`src/rtl/rv32i_mem_arbiter_pkg.sv`:
```
`default_nettype none
// ============================================================================
// Module      : rv32i_mem_arbiter_pkg
// Description : Shared definitions for the RV32I instruction/data memory
//               arbiter. Holds the arbiter state encodings, the fixed
//               instruction-fetch byte enable, the last-grant encoding, the
//               registered master request record and the arbitration helper.
// Ports       : none (package)
// Revision    : 1.0  initial release
// ============================================================================
package rv32i_mem_arbiter_pkg;

  // Arbiter state encodings.
  localparam logic [1:0] ARB_IDLE  = 2'd0;
  localparam logic [1:0] ARB_GNT_I = 2'd1;
  localparam logic [1:0] ARB_GNT_D = 2'd2;

  // Instruction fetches are always full-word reads.
  localparam logic [3:0] ARB_IBE = 4'hF;

  // Encoding of the last requester that was served.
  localparam logic LG_INSTR = 1'b0;
  localparam logic LG_DATA  = 1'b1;

  // Registered master-side request. Everything driven onto the Avalon
  // master port comes from one of these records so all strobes, address
  // and data move together on the grant edge.
  typedef struct packed {
    logic [31:0] addr;
    logic [31:0] wdata;
    logic [3:0]  be;
    logic        rd;
    logic        wr;
  } mreq_t;

  // Returns 1 when the data port should be granted. Only a tie between
  // both requesters consults prefer_data.
  function automatic logic arb_pick_data(input logic ireq,
                                         input logic dreq,
                                         input logic prefer_data);
    logic pick;
    if (ireq && dreq) begin
      pick = prefer_data;
    end else begin
      pick = dreq;
    end
    return pick;
  endfunction

endpackage : rv32i_mem_arbiter_pkg
`default_nettype wire

```
`src/rtl/rv32i_arb_watchdog.sv`:
```
`default_nettype none
// ============================================================================
// Module      : rv32i_arb_watchdog
// Description : Waitrequest watchdog for the RV32I memory arbiter. Counts
//               consecutive stalled cycles of a granted transfer and raises a
//               single-cycle expire pulse in the cycle the count reaches
//               TIMEOUT_CYCLES. TIMEOUT_CYCLES = 0 removes the counter.
// Ports       : clk      - system clock
//               reset_n  - asynchronous active-low reset
//               count_en - a granted transfer is stalled this cycle
//               clear    - restart counting from zero
//               expire   - stall limit reached this cycle (pulse)
// Revision    : 1.0  initial release
// ============================================================================
module rv32i_arb_watchdog #(
  parameter int TIMEOUT_CYCLES = 256,
  parameter int TIMEOUT_BITS   = 9
) (
  input  logic clk,
  input  logic reset_n,
  input  logic count_en,
  input  logic clear,
  output logic expire
);

  generate
    if (TIMEOUT_CYCLES > 0) begin : g_wdt_on
      // The count lags the stalled cycle by one, so the limit compare is
      // against TIMEOUT_CYCLES-1: expire fires on the TIMEOUT_CYCLES-th
      // consecutive stalled cycle, not the one after it.
      localparam logic [TIMEOUT_BITS-1:0] LIMIT = TIMEOUT_BITS'(TIMEOUT_CYCLES - 1);

      logic [TIMEOUT_BITS-1:0] count_q;
      logic [TIMEOUT_BITS-1:0] count_d;
      logic                    at_limit;

      always_comb begin
        at_limit = (count_q == LIMIT);
        count_d  = count_q;
        if (clear || (count_en && at_limit)) begin
          count_d = '0;
        end else if (count_en) begin
          count_d = count_q + TIMEOUT_BITS'(1);
        end
      end

      always_ff @(posedge clk or negedge reset_n) begin
        if (!reset_n) begin
          count_q <= '0;
        end else begin
          count_q <= count_d;
        end
      end

      assign expire = count_en & at_limit;
    end else begin : g_wdt_off
      logic wdt_unused;
      assign wdt_unused = ^{clk, reset_n, count_en, clear};
      assign expire     = 1'b0;
    end
  endgenerate

endmodule : rv32i_arb_watchdog
`default_nettype wire

```
`src/rtl/rv32i_mem_arbiter.sv`:
```
`default_nettype none
// ============================================================================
// Module      : rv32i_mem_arbiter
// Description : Shares one Avalon-MM style master port between the RV32I
//               instruction-fetch port and data load/store port. Arbitrates
//               per transfer from IDLE, registers the master request, and
//               returns completion combinationally to the granted requester.
//               A waitrequest watchdog aborts hung transfers.
// Build option: RV32I_MEM_ARB_RR_EN - when defined, simultaneous requests are
//               granted round-robin against the last served port and
//               DATA_PRIORITY is ignored; otherwise fixed priority applies.
// Ports       : clk, reset_n            - clock, async active-low reset
//               iaddress/iread          - fetch request
//               ireaddata/iwaitrequest  - fetch response / stall
//               daddress/dwrite/dwritedata/dbyteenable/dread - data request
//               dreaddata/dwaitrequest  - data response / stall
//               m_*                     - shared Avalon-MM master port
//               bus_error               - one-cycle pulse on watchdog abort
// Revision    : 1.0  initial release
// ============================================================================
module rv32i_mem_arbiter
  import rv32i_mem_arbiter_pkg::*;
#(
  parameter int DATA_PRIORITY  = 1,
  parameter int TIMEOUT_CYCLES = 256,
  parameter int TIMEOUT_BITS   = 9
) (
  input  logic        clk,
  input  logic        reset_n,
  // instruction fetch port
  input  logic [31:0] iaddress,
  input  logic        iread,
  output logic [31:0] ireaddata,
  output logic        iwaitrequest,
  // data load/store port
  input  logic [31:0] daddress,
  input  logic        dwrite,
  input  logic [31:0] dwritedata,
  input  logic [3:0]  dbyteenable,
  input  logic        dread,
  output logic [31:0] dreaddata,
  output logic        dwaitrequest,
  // shared master port
  output logic [31:0] m_address,
  output logic        m_read,
  output logic        m_write,
  output logic [31:0] m_writedata,
  output logic [3:0]  m_byteenable,
  input  logic [31:0] m_readdata,
  input  logic        m_waitrequest,
  output logic        bus_error
);

  logic [1:0] state_q;
  logic [1:0] state_d;
  logic       last_grant_q;
  logic       last_grant_d;
  mreq_t      mreq_q;
  mreq_t      mreq_d;
  logic       bus_error_q;
  logic       bus_error_d;
  logic       abort_i_q;
  logic       abort_i_d;
  logic       abort_d_q;
  logic       abort_d_d;

  logic       dreq;
  logic       prefer_data;
  logic       in_grant;
  logic       abort_pending;
  logic       wdt_count_en;
  logic       wdt_clear;
  logic       wdt_expire;
  logic       i_done;
  logic       d_done;

  assign dreq          = dread | dwrite;
  assign in_grant      = (state_q == ARB_GNT_I) || (state_q == ARB_GNT_D);
  assign abort_pending = abort_i_q | abort_d_q;

  // --------------------------------------------------------------------------
  // Tie-break policy
  // --------------------------------------------------------------------------
`ifdef RV32I_MEM_ARB_RR_EN
  // Favour whichever port was not served last.
  assign prefer_data = (last_grant_q == LG_INSTR);
  logic rr_unused;
  assign rr_unused = (DATA_PRIORITY != 0);
`else
  assign prefer_data = (DATA_PRIORITY != 0);
  logic lg_unused;
  assign lg_unused = last_grant_q;
`endif

  // --------------------------------------------------------------------------
  // Watchdog: counts stalled cycles of the current grant only.
  // --------------------------------------------------------------------------
  assign wdt_count_en = in_grant & m_waitrequest;
  assign wdt_clear    = ~wdt_count_en;

  rv32i_arb_watchdog #(
    .TIMEOUT_CYCLES (TIMEOUT_CYCLES),
    .TIMEOUT_BITS   (TIMEOUT_BITS)
  ) u_watchdog (
    .clk      (clk),
    .reset_n  (reset_n),
    .count_en (wdt_count_en),
    .clear    (wdt_clear),
    .expire   (wdt_expire)
  );

  // --------------------------------------------------------------------------
  // State register
  // --------------------------------------------------------------------------
  always_ff @(posedge clk or negedge reset_n) begin
    if (!reset_n) begin
      state_q      <= ARB_IDLE;
      last_grant_q <= LG_INSTR;
      mreq_q       <= '0;
      bus_error_q  <= 1'b0;
      abort_i_q    <= 1'b0;
      abort_d_q    <= 1'b0;
    end else begin
      state_q      <= state_d;
      last_grant_q <= last_grant_d;
      mreq_q       <= mreq_d;
      bus_error_q  <= bus_error_d;
      abort_i_q    <= abort_i_d;
      abort_d_q    <= abort_d_d;
    end
  end

  // --------------------------------------------------------------------------
  // Next-state logic
  // --------------------------------------------------------------------------
  always_comb begin
    state_d = state_q;
    case (state_q)
      ARB_IDLE: begin
        // An aborted requester only sees its completion in the IDLE cycle
        // after the abort and is still holding its request then; granting
        // in that cycle would replay the hung transfer.
        if (!abort_pending && (iread || dreq)) begin
          state_d = arb_pick_data(iread, dreq, prefer_data) ? ARB_GNT_D : ARB_GNT_I;
        end
      end
      ARB_GNT_I, ARB_GNT_D: begin
        if (wdt_expire || !m_waitrequest) begin
          state_d = ARB_IDLE;
        end
      end
      default: state_d = ARB_IDLE;
    endcase
  end

  // --------------------------------------------------------------------------
  // Output / datapath logic
  // --------------------------------------------------------------------------
  always_comb begin
    mreq_d       = mreq_q;
    last_grant_d = last_grant_q;
    bus_error_d  = 1'b0;
    abort_i_d    = 1'b0;
    abort_d_d    = 1'b0;

    if (state_q == ARB_IDLE) begin
      if (state_d == ARB_GNT_I) begin
        mreq_d.addr  = iaddress;
        mreq_d.wdata = '0;
        mreq_d.be    = ARB_IBE;
        mreq_d.rd    = 1'b1;
        mreq_d.wr    = 1'b0;
      end else if (state_d == ARB_GNT_D) begin
        // A store wins if the core raises both strobes together.
        mreq_d.addr  = daddress;
        mreq_d.wdata = dwritedata;
        mreq_d.be    = dbyteenable;
        mreq_d.rd    = dread & ~dwrite;
        mreq_d.wr    = dwrite;
      end
    end else if (state_d == ARB_IDLE) begin
      // Transfer finished or aborted: drop strobes, keep address/data.
      mreq_d.rd    = 1'b0;
      mreq_d.wr    = 1'b0;
      last_grant_d = (state_q == ARB_GNT_D) ? LG_DATA : LG_INSTR;
      if (wdt_expire) begin
        bus_error_d = 1'b1;
        abort_i_d   = (state_q == ARB_GNT_I);
        abort_d_d   = (state_q == ARB_GNT_D);
      end
    end
  end

  // --------------------------------------------------------------------------
  // Requester responses (combinational). An aborted requester completes in
  // the cycle after the abort with zero read data, since state is IDLE then.
  // --------------------------------------------------------------------------
  assign i_done       = ((state_q == ARB_GNT_I) & ~m_waitrequest) | abort_i_q;
  assign d_done       = ((state_q == ARB_GNT_D) & ~m_waitrequest) | abort_d_q;
  assign iwaitrequest = ~i_done;
  assign dwaitrequest = ~d_done;
  assign ireaddata    = (state_q == ARB_GNT_I) ? m_readdata : '0;
  assign dreaddata    = (state_q == ARB_GNT_D) ? m_readdata : '0;

  // --------------------------------------------------------------------------
  // Master port
  // --------------------------------------------------------------------------
  assign m_address    = mreq_q.addr;
  assign m_read       = mreq_q.rd;
  assign m_write      = mreq_q.wr;
  assign m_writedata  = mreq_q.wdata;
  assign m_byteenable = mreq_q.be;
  assign bus_error    = bus_error_q;

endmodule : rv32i_mem_arbiter
`default_nettype wire

```
`config.mk`:
```
export PLATFORM = sky130hd
export DESIGN_NAME = rv32i_mem_arbiter
export DESIGN_NICKNAME = d
export VERILOG_FILES = /design/src/rtl/rv32i_mem_arbiter_pkg.sv /design/src/rtl/rv32i_arb_watchdog.sv /design/src/rtl/rv32i_mem_arbiter.sv
export SDC_FILE = /design/constraint.sdc
export NUM_CORES = 1
export LEC_CHECK = 0
export BUFFER_PORTS_ARGS = -buffer_cell sky130_fd_sc_hd__buf_2
export CORE_MARGIN = 2
export CORE_UTILIZATION = 40
export DETAILED_ROUTE_END_ITERATION = 7
export PLACE_DENSITY = 0.76
export RECOVER_POWER = 25
export SYNTH_ARGS = -nofsm -noshare
export SYNTH_HDL_FRONTEND = slang
export SYNTH_SLANG_ARGS = --single-unit
```
`constraint.sdc`:
```
create_clock -name clk -period 3.6 [get_ports clk]
set_clock_uncertainty 0.2 [all_clocks]
set_input_delay 0.36 -clock clk [delete_from_list [all_inputs] [get_ports clk]]
set_output_delay 0.36 -clock clk [all_outputs]
set_load 0.02 [all_outputs]
```
# After elaboration in Yosys (flattened, before gate mapping)
# Cells that the tools add are included.
[op_classes] addsub=1 eq_ne=6 n_mux=24 n_bitwise=14 reduce_logical=17
[op_table] operator="$mux W70" count=2
[op_table] operator="$mux W32" count=2
[op_table] operator="$mux W9" count=2
[op_table] operator="$mux W1" count=12
[op_table] operator="$mux W2" count=5
[op_table] operator="$add A9 B1 Y9 const B" count=1
[op_table] operator="$eq A9 B8 Y1 const B" count=1
[op_table] operator="$reduce_bool A2 Y1" count=3
[op_table] operator="$and A1 B1 Y1" count=5
[op_table] operator="$not A1 Y1" count=5
[op_table] operator="$eq A2 B1 Y1 const B" count=2
[op_table] operator="$eq A2 B2 Y1 const B" count=2
[op_table] operator="$logic_not A2 Y1" count=2
[op_table] operator="$logic_or A1 B1 Y1" count=4
[op_table] operator="$or A1 B1 Y1" count=4
[op_table] operator="$pmux W2 S2" count=1
[op_table] operator="$reduce_and A2 Y1" count=2
[op_table] operator="$logic_and A1 B1 Y1" count=3
[op_table] operator="$ne A3 B1 Y1 const B" count=1
[op_table] operator="$logic_not A1 Y1" count=2
[op_table] operator="$reduce_or A2 Y1" count=1
[word_totals] regBits=84 inputBits=138 output_inout_bits=137 elab_cells=72

# Logic depth before layout (Yosys ltp)
# Gate-level depths: netlist of the first run.
[depth] depth_word=12 depth_mapped=14 depth_no_buf=11

# By module
# A second synthesis of the first run with hierarchy kept.
[unflattened] hier_cells=461 area_unflattened_um2=4301.6
[by_module_without_submodules] module="rv32i_mem_arbiter" instances=1 cells_per_inst=412 area_per_inst_um2=3818.7 seq_area_each_um2=1876.8
[by_module_without_submodules] module="rv32i_arb_watchdog" instances=1 cells_per_inst=49 area_per_inst_um2=483.0 seq_area_each_um2=225.2

# Least setup slack after synthesis of the first run
# No wires, ideal clock.
[synth_path] kind="register to register" start="reg u_watchdog.g_wdt_on.count_q[0]" end="reg mreq_q (netlist bit m_address[11])" setup_time_ps=133 arrival_time_ps=2632 required_time_ps=3267 slack_ps=635 stages_incl_launch_ff=15 path_buffers=4 period_less_slack_ps=2965 cell_sequence="dfrtp_1 > ha_1 > inv_1 > nor3_1 > ha_1 > nand3b_1 > buf_2 > o311ai_0 > ha_1 > nand2b_1 > buf_2 > buf_4 > buf_2 > nand2_1 > o21ai_0"
[synth_between] elab_chain_cells=8 elab_cells_between_ends=10 cone_classes="3 x eq/ne; 3 x mux; 1 x bitwise; 3 x reduce/logical"
[synth_lines] item="start, declared" line_no="rv32i_arb_watchdog.sv:33" text="logic [TIMEOUT_BITS-1:0] count_q;"
[synth_lines] item="start signal, assigned" line_no="rv32i_arb_watchdog.sv:51" text="count_q <= count_d;"
[synth_lines] item="$eq A9 B8 Y1 (*)" line_no="rv32i_arb_watchdog.sv:38" text="at_limit = (count_q == LIMIT);"
[synth_lines] item="$and A1 B1 Y1 (*)" line_no="rv32i_arb_watchdog.sv:55" text="assign expire = count_en & at_limit;"
[synth_lines] item="$logic_or A1 B1 Y1 (*)" line_no="rv32i_mem_arbiter.sv:148" text="if (wdt_expire || !m_waitrequest) begin"
[synth_lines] item="$mux W2 (*)" line_no="rv32i_mem_arbiter.sv:148"
[synth_lines] item="$pmux W2 S2 (*)" line_no="rv32i_mem_arbiter.sv:138" text="case (state_q)"
[synth_lines] item="named net state_d[0]" line_no="rv32i_mem_arbiter.sv:55" text="logic [1:0] state_d;"
[synth_lines] item="$eq A2 B1 Y1 / $eq A2 B2 Y1 (equally long branches)" line_no="rv32i_mem_arbiter.sv:167, rv32i_mem_arbiter.sv:173"
[synth_lines] item="$reduce_bool A2 Y1 (no line)"
[synth_lines] item="$reduce_and A2 Y1 (no line)"
[synth_lines] item="end signal, assigned" line_no="rv32i_mem_arbiter.sv:126" text="mreq_q <= mreq_d;"
[synth_lines] item="end, declared" line_no="rv32i_mem_arbiter.sv:58" text="mreq_t mreq_q;"
# The timed path passes the listed nets; every way through them passes the cells marked *.
# A chain may end at the register's enable or synchronous reset.

# Final worst setup path of the first run
[layout_path] start="reg u_watchdog.g_wdt_on.count_q[0]" end="reg mreq_q (netlist bit m_address[6])"
# Same word-level chain as after synthesis.

==> reports/results.tsv, run 1 <==
stage	metric	value	unit
worst_hold_path	Min-Delay Path Class	input pin to flop	
setup_path	critical-path cell list	ha_1, inv_1, nor3_1, ha_1, nand3b_1, o311ai_0, ha_2, nand2b_4, buf_12, nand2_1, o21ai_0	
synth	Synth async-reset ratio	100	%
setup_path	cell mode on critical path	ha_1	
power	Tot Pwr	4.75	mW
clock_tree	CTS root buffer	clkbuf_8	
global_routing	GR Overflow Total	0	
detailed_routing	Iteration-0 DRC Markers	276	
die	Rows	37	
run	number of max-cap violations	1	
timing	fin crit share	89.7	%
power	sw power	2.20	mW
detailed_routing	DRT Pass-1 Iters	6	
final_layout	fraction of layout cells with a size suffix above 1	41.3	%
clock_tree	post-CTS setup buffers	0	
final_layout	NumNets Final	859	
synth	Yosys cell types	32	
power	Clk pwr share	14.3	%
status	failing checks	capacitance limit, slew limit	
power	P per Cell Area	802	nW/um^2
timing	post-layout min period	3.23	ns
synth	Synth Register Bits	84	
setup_path	Crit. End Element	flop	
timing	final hold vios	0	
die	chip height	107	um
final_layout	area grow syn2layout	39.5	%
timing	setup TNS	0	ns
placed_design	placed wire-length estimate	8.74	mm
global_routing	vias in the first global route	3832	
final_layout	FILL cells	918	
clock_tree	CTS clock-pin slew for the worst setup and hold paths	0.09	ns
global_routing	initial antenna violation count	0	
power	Sw Share	46.3	%
clock_tree	CTS H-tree lvls	3	
synth	Post-synth EDFFs	0	
synth	syn_nets	600	
detailed_routing	# DRC	0	
setup_path	critical path class	flop to flop	
clock_tree	clock latency at the later pin of the worst-skew pair	0.34	ns
setup_path	Worst Reg-to-Reg Cells	11	
timing	min setup slack post-route	0.370	ns
power	Static Leakage	3.19	nW
clock_tree	post_cts resized	0	
setup_path	Crit path arrival time	3.23	ns
global_routing	global-route wire length before repair	17.8	mm
die	chip width	107	um
timing	Worst slew margin	-34.4	%
detailed_routing	final WL	11.4	mm
global_routing	Total GRT Usage	19.0	%
setup_path	CP Max Fanout	123	
clock_tree	CTS Hold Buffers Added	0	
clock_tree	Clock Sink Count	84	
synth	Post-Syn Area	4240	um^2
setup_path	critical path required time	3.60	ns
detailed_routing	Post-DRT Antenna Nets	0	
setup_path	Crit-path slowest cell	o311ai_0	
clock_tree	CTS tree	built	
power	power share of the sequential group	32.6	%
timing	Final Setup Violations	0	
detailed_routing	Vias	3973	
power	worst vdd ir	0.522	mV
synth	synthesis warning total	0	
placed_design	port bufs	274	
die	die footprint	11500	um^2
final_layout	antenna cell count	0	
die	core area	10300	um^2
final_layout	Final Cell Area	5920	um^2
final_layout	commonest cells after routing, fill and taps aside	273 x buf_2, 84 x dfrtp_1, 73 x nand2_1	
timing	Worst-Margin Slew	2.02	ns
placed_design	Place WS	0.374	ns
detailed_routing	vias per std cell	4.66	
synth	Mapped Cells	453	
synth	Syn Area/Cell	9.37	um^2
die	starting density of the core	41.1	%
clock_tree	CTS max path bufs	2	
timing	unrepaired setup endpoints after global routing	false	
timing	Slew Viols, Final	85	
power	Int Power	2.55	mW
setup_path	slowest stage delay, CP	0.50	ns
detailed_routing	Routed WL per cell	13.3	um
placed_design	GPL Wtd Cong	0.917	
clock_tree	Num CTS Buffers	9	
synth	sequential cell area fraction in the yosys report	49.5	%
worst_hold_path	hold depth	3	
die	# IOs	275	
power	Comb power frac	53.1	%
global_routing	pin count of the biggest net entering global routing	124	
final_layout	most common cell after layout, fill and taps aside	buf_2	
synth	top_reg_cell synth	dfrtp_1	
setup_path	Critical Path Start Type	flop	
status	outcome	finished with violations	
placed_design	dpl cell area	5720	um^2
timing	FMAX	310	MHz
-- synth_stat cells (all sizes together) (6+ instances only) --
| master | n | area (um^2) |
|---|---|---|
| dfrtp | 84 | 2100 |
| nand2 | 73 | 274 |
| o21ai | 71 | 355 |
| and2 | 67 | 419 |
| nand2b | 34 | 213 |
| mux2i | 33 | 330 |
| buf | 15 | 87.6 |
| clkbuf | 15 | 56.3 |
| nor2 | 12 | 45.0 |
| ha | 9 | 113 |
| inv | 7 | 26.3 |
| a21oi | 6 | 30.0 |
-- worst paths after layout --
kind	startpoint	end	slack, ns
worst min-delay path	dwritedata[29]	m_writedata[29]	0.05
worst max register to register	u_watchdog.g_wdt_on.count_q[0]	m_address[6]	0.37
worst min register to register	m_byteenable[1]	m_byteenable[1]	0.28
max in group asynchronous	reset_n	m_write	1.63
worst max-delay path	u_watchdog.g_wdt_on.count_q[0]	m_address[6]	0.37
min in group asynchronous	reset_n	m_address[20]	0.38
-- critical path, delay by kind of cell, from the launching register on --
kind | cells | cell delay (ns)
AOI/OAI and AO/OA | 2 | 0.58
adders and majority gates | 3 | 0.86
buffers and inverters | 2 | 0.34
DFF | 1 | 0.42
and+or+nand+nor | 4 | 0.62
-- final cells by class --
type                            instances  area (um^2)  share of cell area [%]
Tap cell                              136          170                    2.87
Timing Repair Buffer                  278         1440                    24.3
Sequential cell                        84         2100                    35.5
Multi-Input combinational cell        332         1980                    33.5
Inverter                                7         26.3                   0.444
Clock inverter                          6         72.6                    1.23
Clock buffer                           10          128                    2.16
-- through the flow --
stage          hold slack, ns  std cells  util [%]
5_1_grt                0.0462        853      57.3
3_5_place_dp            0.267        837      55.4
4_1_cts                0.0292        853      57.4
2_1_floorplan          -0.136        453         -
3_3_place_gp            0.256        837      55.4
6_report               0.0498        853      57.3
-- cell families (layout without fill, tap and decap cells) --
| family | count (synthesis) | count (layout) | share of synthesized area [%] |
|---|---|---|---|
| buffers and inverters | 37 | 301 | 4.01 |
| xor gates and xnor gates | 3 | 3 | 0.619 |
| DFF | 84 | 84 | 49.5 |
| AOI/OAI and AO/OA | 85 | 85 | 10.6 |
| and+or+nand+nor | 202 | 202 | 24.8 |
| muxes | 33 | 33 | 7.78 |
| adders and majority gates | 9 | 9 | 2.65 |
-- layer usage --
metal / global-route usage (%) / up-vias / part of all wire (%)
met4: 5.94 / 0 / 1.3
li1: - / 2001 / -
met1: 24.6 / 1827 / 43
met2: 32.3 / 134 / 50
met3: 3.28 / 11 / 5.6
met5: 0 / - / 0
-- state kept, by name, indices dropped and copies added, names as in the netlist, 2 cells and up --
name / cells
m_address: 32
m_byteenable: 4
m_writedata: 32
state_q: 2
u_watchdog.g_wdt_on.count_q: 9
-- power groups by stage --
stage | logic [mW] | clock network (mW) | registers [mW]
after global placement | 2.47 | 0 | 1.56
after CTS | 2.56 | 0.708 | 1.55
after floorplan | 1.25 | 0 | 2.02
after detailed placement | 2.55 | 0 | 1.57
final | 2.52 | 0.677 | 1.55
after global routing | 2.79 | 0.747 | 1.60
Power figures use the tool's default switching activity.
==> inputs of run 2 (changes only) <==
BUFFER_PORTS_ARGS = not set   (was -buffer_cell sky130_fd_sc_hd__buf_2)
DONT_BUFFER_PORTS = 1   (was not set)
PLACE_DENSITY = not set   (was 0.76)
SKIP_LAST_GASP = 1   (was not set)
==> run 2 against run 1 <==
Net effect:
- the flow still finishes with violations (capacitance limit, slew limit)
- final cell count down 24%
- fmax down 3.0%
- sequential share of layout area up 4.1 points
- combinational power down 37%
==> reports/results.tsv, run 2 (synthesis results as in run 1) <==
stage	metric	value	unit
power	Int Power	2.41	mW
final_layout	Final Cell Area	5310	um^2
detailed_routing	DRT Pass-1 Iters	4	
placed_design	dpl cell area	4370	um^2
timing	worst hold slack	0.00230	ns
final_layout	Non-Filler Instances	651	
status	outcome	finished with violations	
final_layout	Sequential cell area	2100	um^2
global_routing	initial antenna violation count	2	
setup_path	CP Max Fanout	26	
setup_path	critical-path cell list	ha_1, inv_1, nor3_1, ha_1, nand3b_1, o22ai_1, a21oi_2, ha_4, buf_12, mux2i_1, dlygate4sd3_1, o21ai_0	
setup_path	delay-heaviest family, CP	buffers and inverters	
detailed_routing	final WL	11.2	mm
global_routing	pin count of the biggest net entering global routing	85	
timing	post-layout min period	3.33	ns
die	starting density of the core	41.1	%
timing	Slew Viols, Final	85	
final_layout	area grow syn2layout	25.1	%
timing	fin crit share	92.5	%
power	worst vdd ir	0.394	mV
timing	Final Setup Violations	0	
setup_path	Crit. End Element	flop	
setup_path	slowest stage delay, CP	0.56	ns
timing	Worst-Margin Slew	2.07	ns
final_layout	NumNets Final	654	
setup_path	Critical Path Start Type	flop	
clock_tree	Clock Sink Count	84	
detailed_routing	Routed WL per cell	17.2	um
setup_path	worst path bufs/invs	3	
clock_tree	CTS H-tree lvls	3	
worst_hold_path	hold depth	2	
placed_design	placed cell count	566	
setup_path	FF-to-FF End	m_address[19]	
detailed_routing	Vias	3288	
die	chip height	107	um
timing	min setup slack post-route	0.270	ns
global_routing	GR Overflow Total	0	
detailed_routing	Post-DRT Antenna Nets	0	
placed_design	placed wire-length estimate	7.73	mm
final_layout	commonest cells after routing, fill and taps aside	84 x dfrtp_1, 73 x nand2_1, 67 x and2_1	
setup_path	Worst Reg-to-Reg Cells	12	
setup_path	cell mode on critical path	ha_1	
die	Rows	37	
final_layout	most common cell after layout, fill and taps aside	dfrtp_1	
placed_design	Place WS	0.479	ns
placed_design	GPL Wtd Cong	0.827	
setup_path	reg2reg setup slack	0.27	ns
global_routing	vias in the first global route	3393	
die	die footprint	11500	um^2
placed_design	port bufs	0	
die	core area	10300	um^2
worst_hold_path	Hold Crit Start	daddress[13]	
setup_path	critical path required time	3.64	ns
clock_tree	Num CTS Buffers	9	
detailed_routing	Iteration-0 DRC Markers	168	
timing	setup TNS	0	ns
global_routing	Total GRT Usage	19.0	%
setup_path	critical path class	flop to flop	
timing	Worst slew margin	-37.9	%
timing	final hold vios	0	
power	Tot Pwr	4.54	mW
final_layout	footprint of the multi-input gates	2000	um^2
final_layout	fraction of layout cells with a size suffix above 1	5.86	%
clock_tree	CTS tree	built	
power	sw power	2.13	mW
worst_hold_path	WHS Endpoint	m_address[13]	
power	Clk pwr share	18.8	%
setup_path	worst r2r src	u_watchdog.g_wdt_on.count_q[0]	
die	# IOs	275	
clock_tree	CTS clock-pin slew for the worst setup and hold paths	0.10	ns
power	P per Cell Area	855	nW/um^2
final_layout	post-layout util	51.4	%
detailed_routing	# DRC	0	
die	chip width	107	um
worst_hold_path	Min-Delay Path Class	input pin to flop	
global_routing	global-route wire length before repair	16.9	mm
setup_path	Levels on crit path	12	
power	Static Leakage	2.33	nW
power	power share of the sequential group	46.3	%
clock_tree	CTS root buffer	clkbuf_8	
status	failing checks	capacitance limit, slew limit	
run	number of max-cap violations	1	
setup_path	Crit-path slowest cell	dlygate4sd3_1	
power	Comb power frac	34.9	%
clock_tree	CTS max path bufs	2	
clock_tree	clock latency at the later pin of the worst-skew pair	0.36	ns
timing	FMAX	300	MHz
detailed_routing	vias per std cell	5.05	
final_layout	FILL cells	945	
setup_path	Crit path arrival time	3.37	ns
power	Sw Share	46.9	%
==> run 2: cell count changes in the layout (fill, tap and decap cells not counted), sizes merged <==
cell / change
clkinv: +1
dlygate4sd3: +64
buf: -269
bufinv: +2
clkinvlp: -3
diode: +3
==> run 2: power groups by stage <==
stage / sequential, mW / combinational [mW] / clock (mW)
floorplan: 2.02 / 1.25 / 0
global placement: 2.12 / 1.43 / 0
detailed placement: 2.13 / 1.48 / 0
CTS: 2.11 / 1.58 / 0.881
global route: 2.15 / 1.82 / 0.918
finish: 2.10 / 1.58 / 0.855
==> run 2: repair_timing <==
item / CTS / global route
setup endpoints to repair: 0 / 12
resized for setup: 0 / 4
hold endpoints to repair: 135 / 0
hold buffers: 65 / 0
buffers inserted: 0 / 1
==> run 2: worst register-to-register path, stage by stage, from the launching register on <==
cell and delay [ns]:
dfrtp_1 0.42, ha_1 0.24, inv_1 0.08, nor3_1 0.21, ha_1 0.21, nand3b_1 0.20, o22ai_1 0.14, a21oi_2 0.24
ha_4 0.22, buf_12 0.21, mux2i_1 0.23, dlygate4sd3_1 0.56, o21ai_0 0.07
==> run 2: worst max path at each step <==
stage	start	end	slack (ns)
after floorplan	u_watchdog.g_wdt_on.count_q[0]	m_address[11]	0.64
after global placement	u_watchdog.g_wdt_on.count_q[0]	m_writedata[17]	0.65
after detailed placement	u_watchdog.g_wdt_on.count_q[0]	m_writedata[11]	0.48
after CTS	u_watchdog.g_wdt_on.count_q[0]	m_address[15]	0.11
after global routing	u_watchdog.g_wdt_on.count_q[0]	m_address[2]	-0.008
final	u_watchdog.g_wdt_on.count_q[0]	m_address[19]	0.27
==> run 2: final cells by class <==
cell class              instances  share of cell area, %
flip-flops and latches         84                   39.6
clock buffers                  10                   2.59
inverters                       7                  0.495
multi-input cells             332                   37.7
diodes                          3                  0.141
well taps                     136                   3.21
repair buffers                 73                   14.0
clock inverters                 6                   2.24
==> run 2: metal layers <==
| layer | GRT usage [%] | vias up | routed length, um |
|---|---|---|---|
| met2 | 32.7 | 162 | 5580 |
| met5 | 0 | - | 0 |
| li1 | - | 1602 | - |
| met4 | 12.1 | 0 | 500 |
| met1 | 20.3 | 1495 | 4090 |
| met3 | 5.59 | 29 | 1030 |
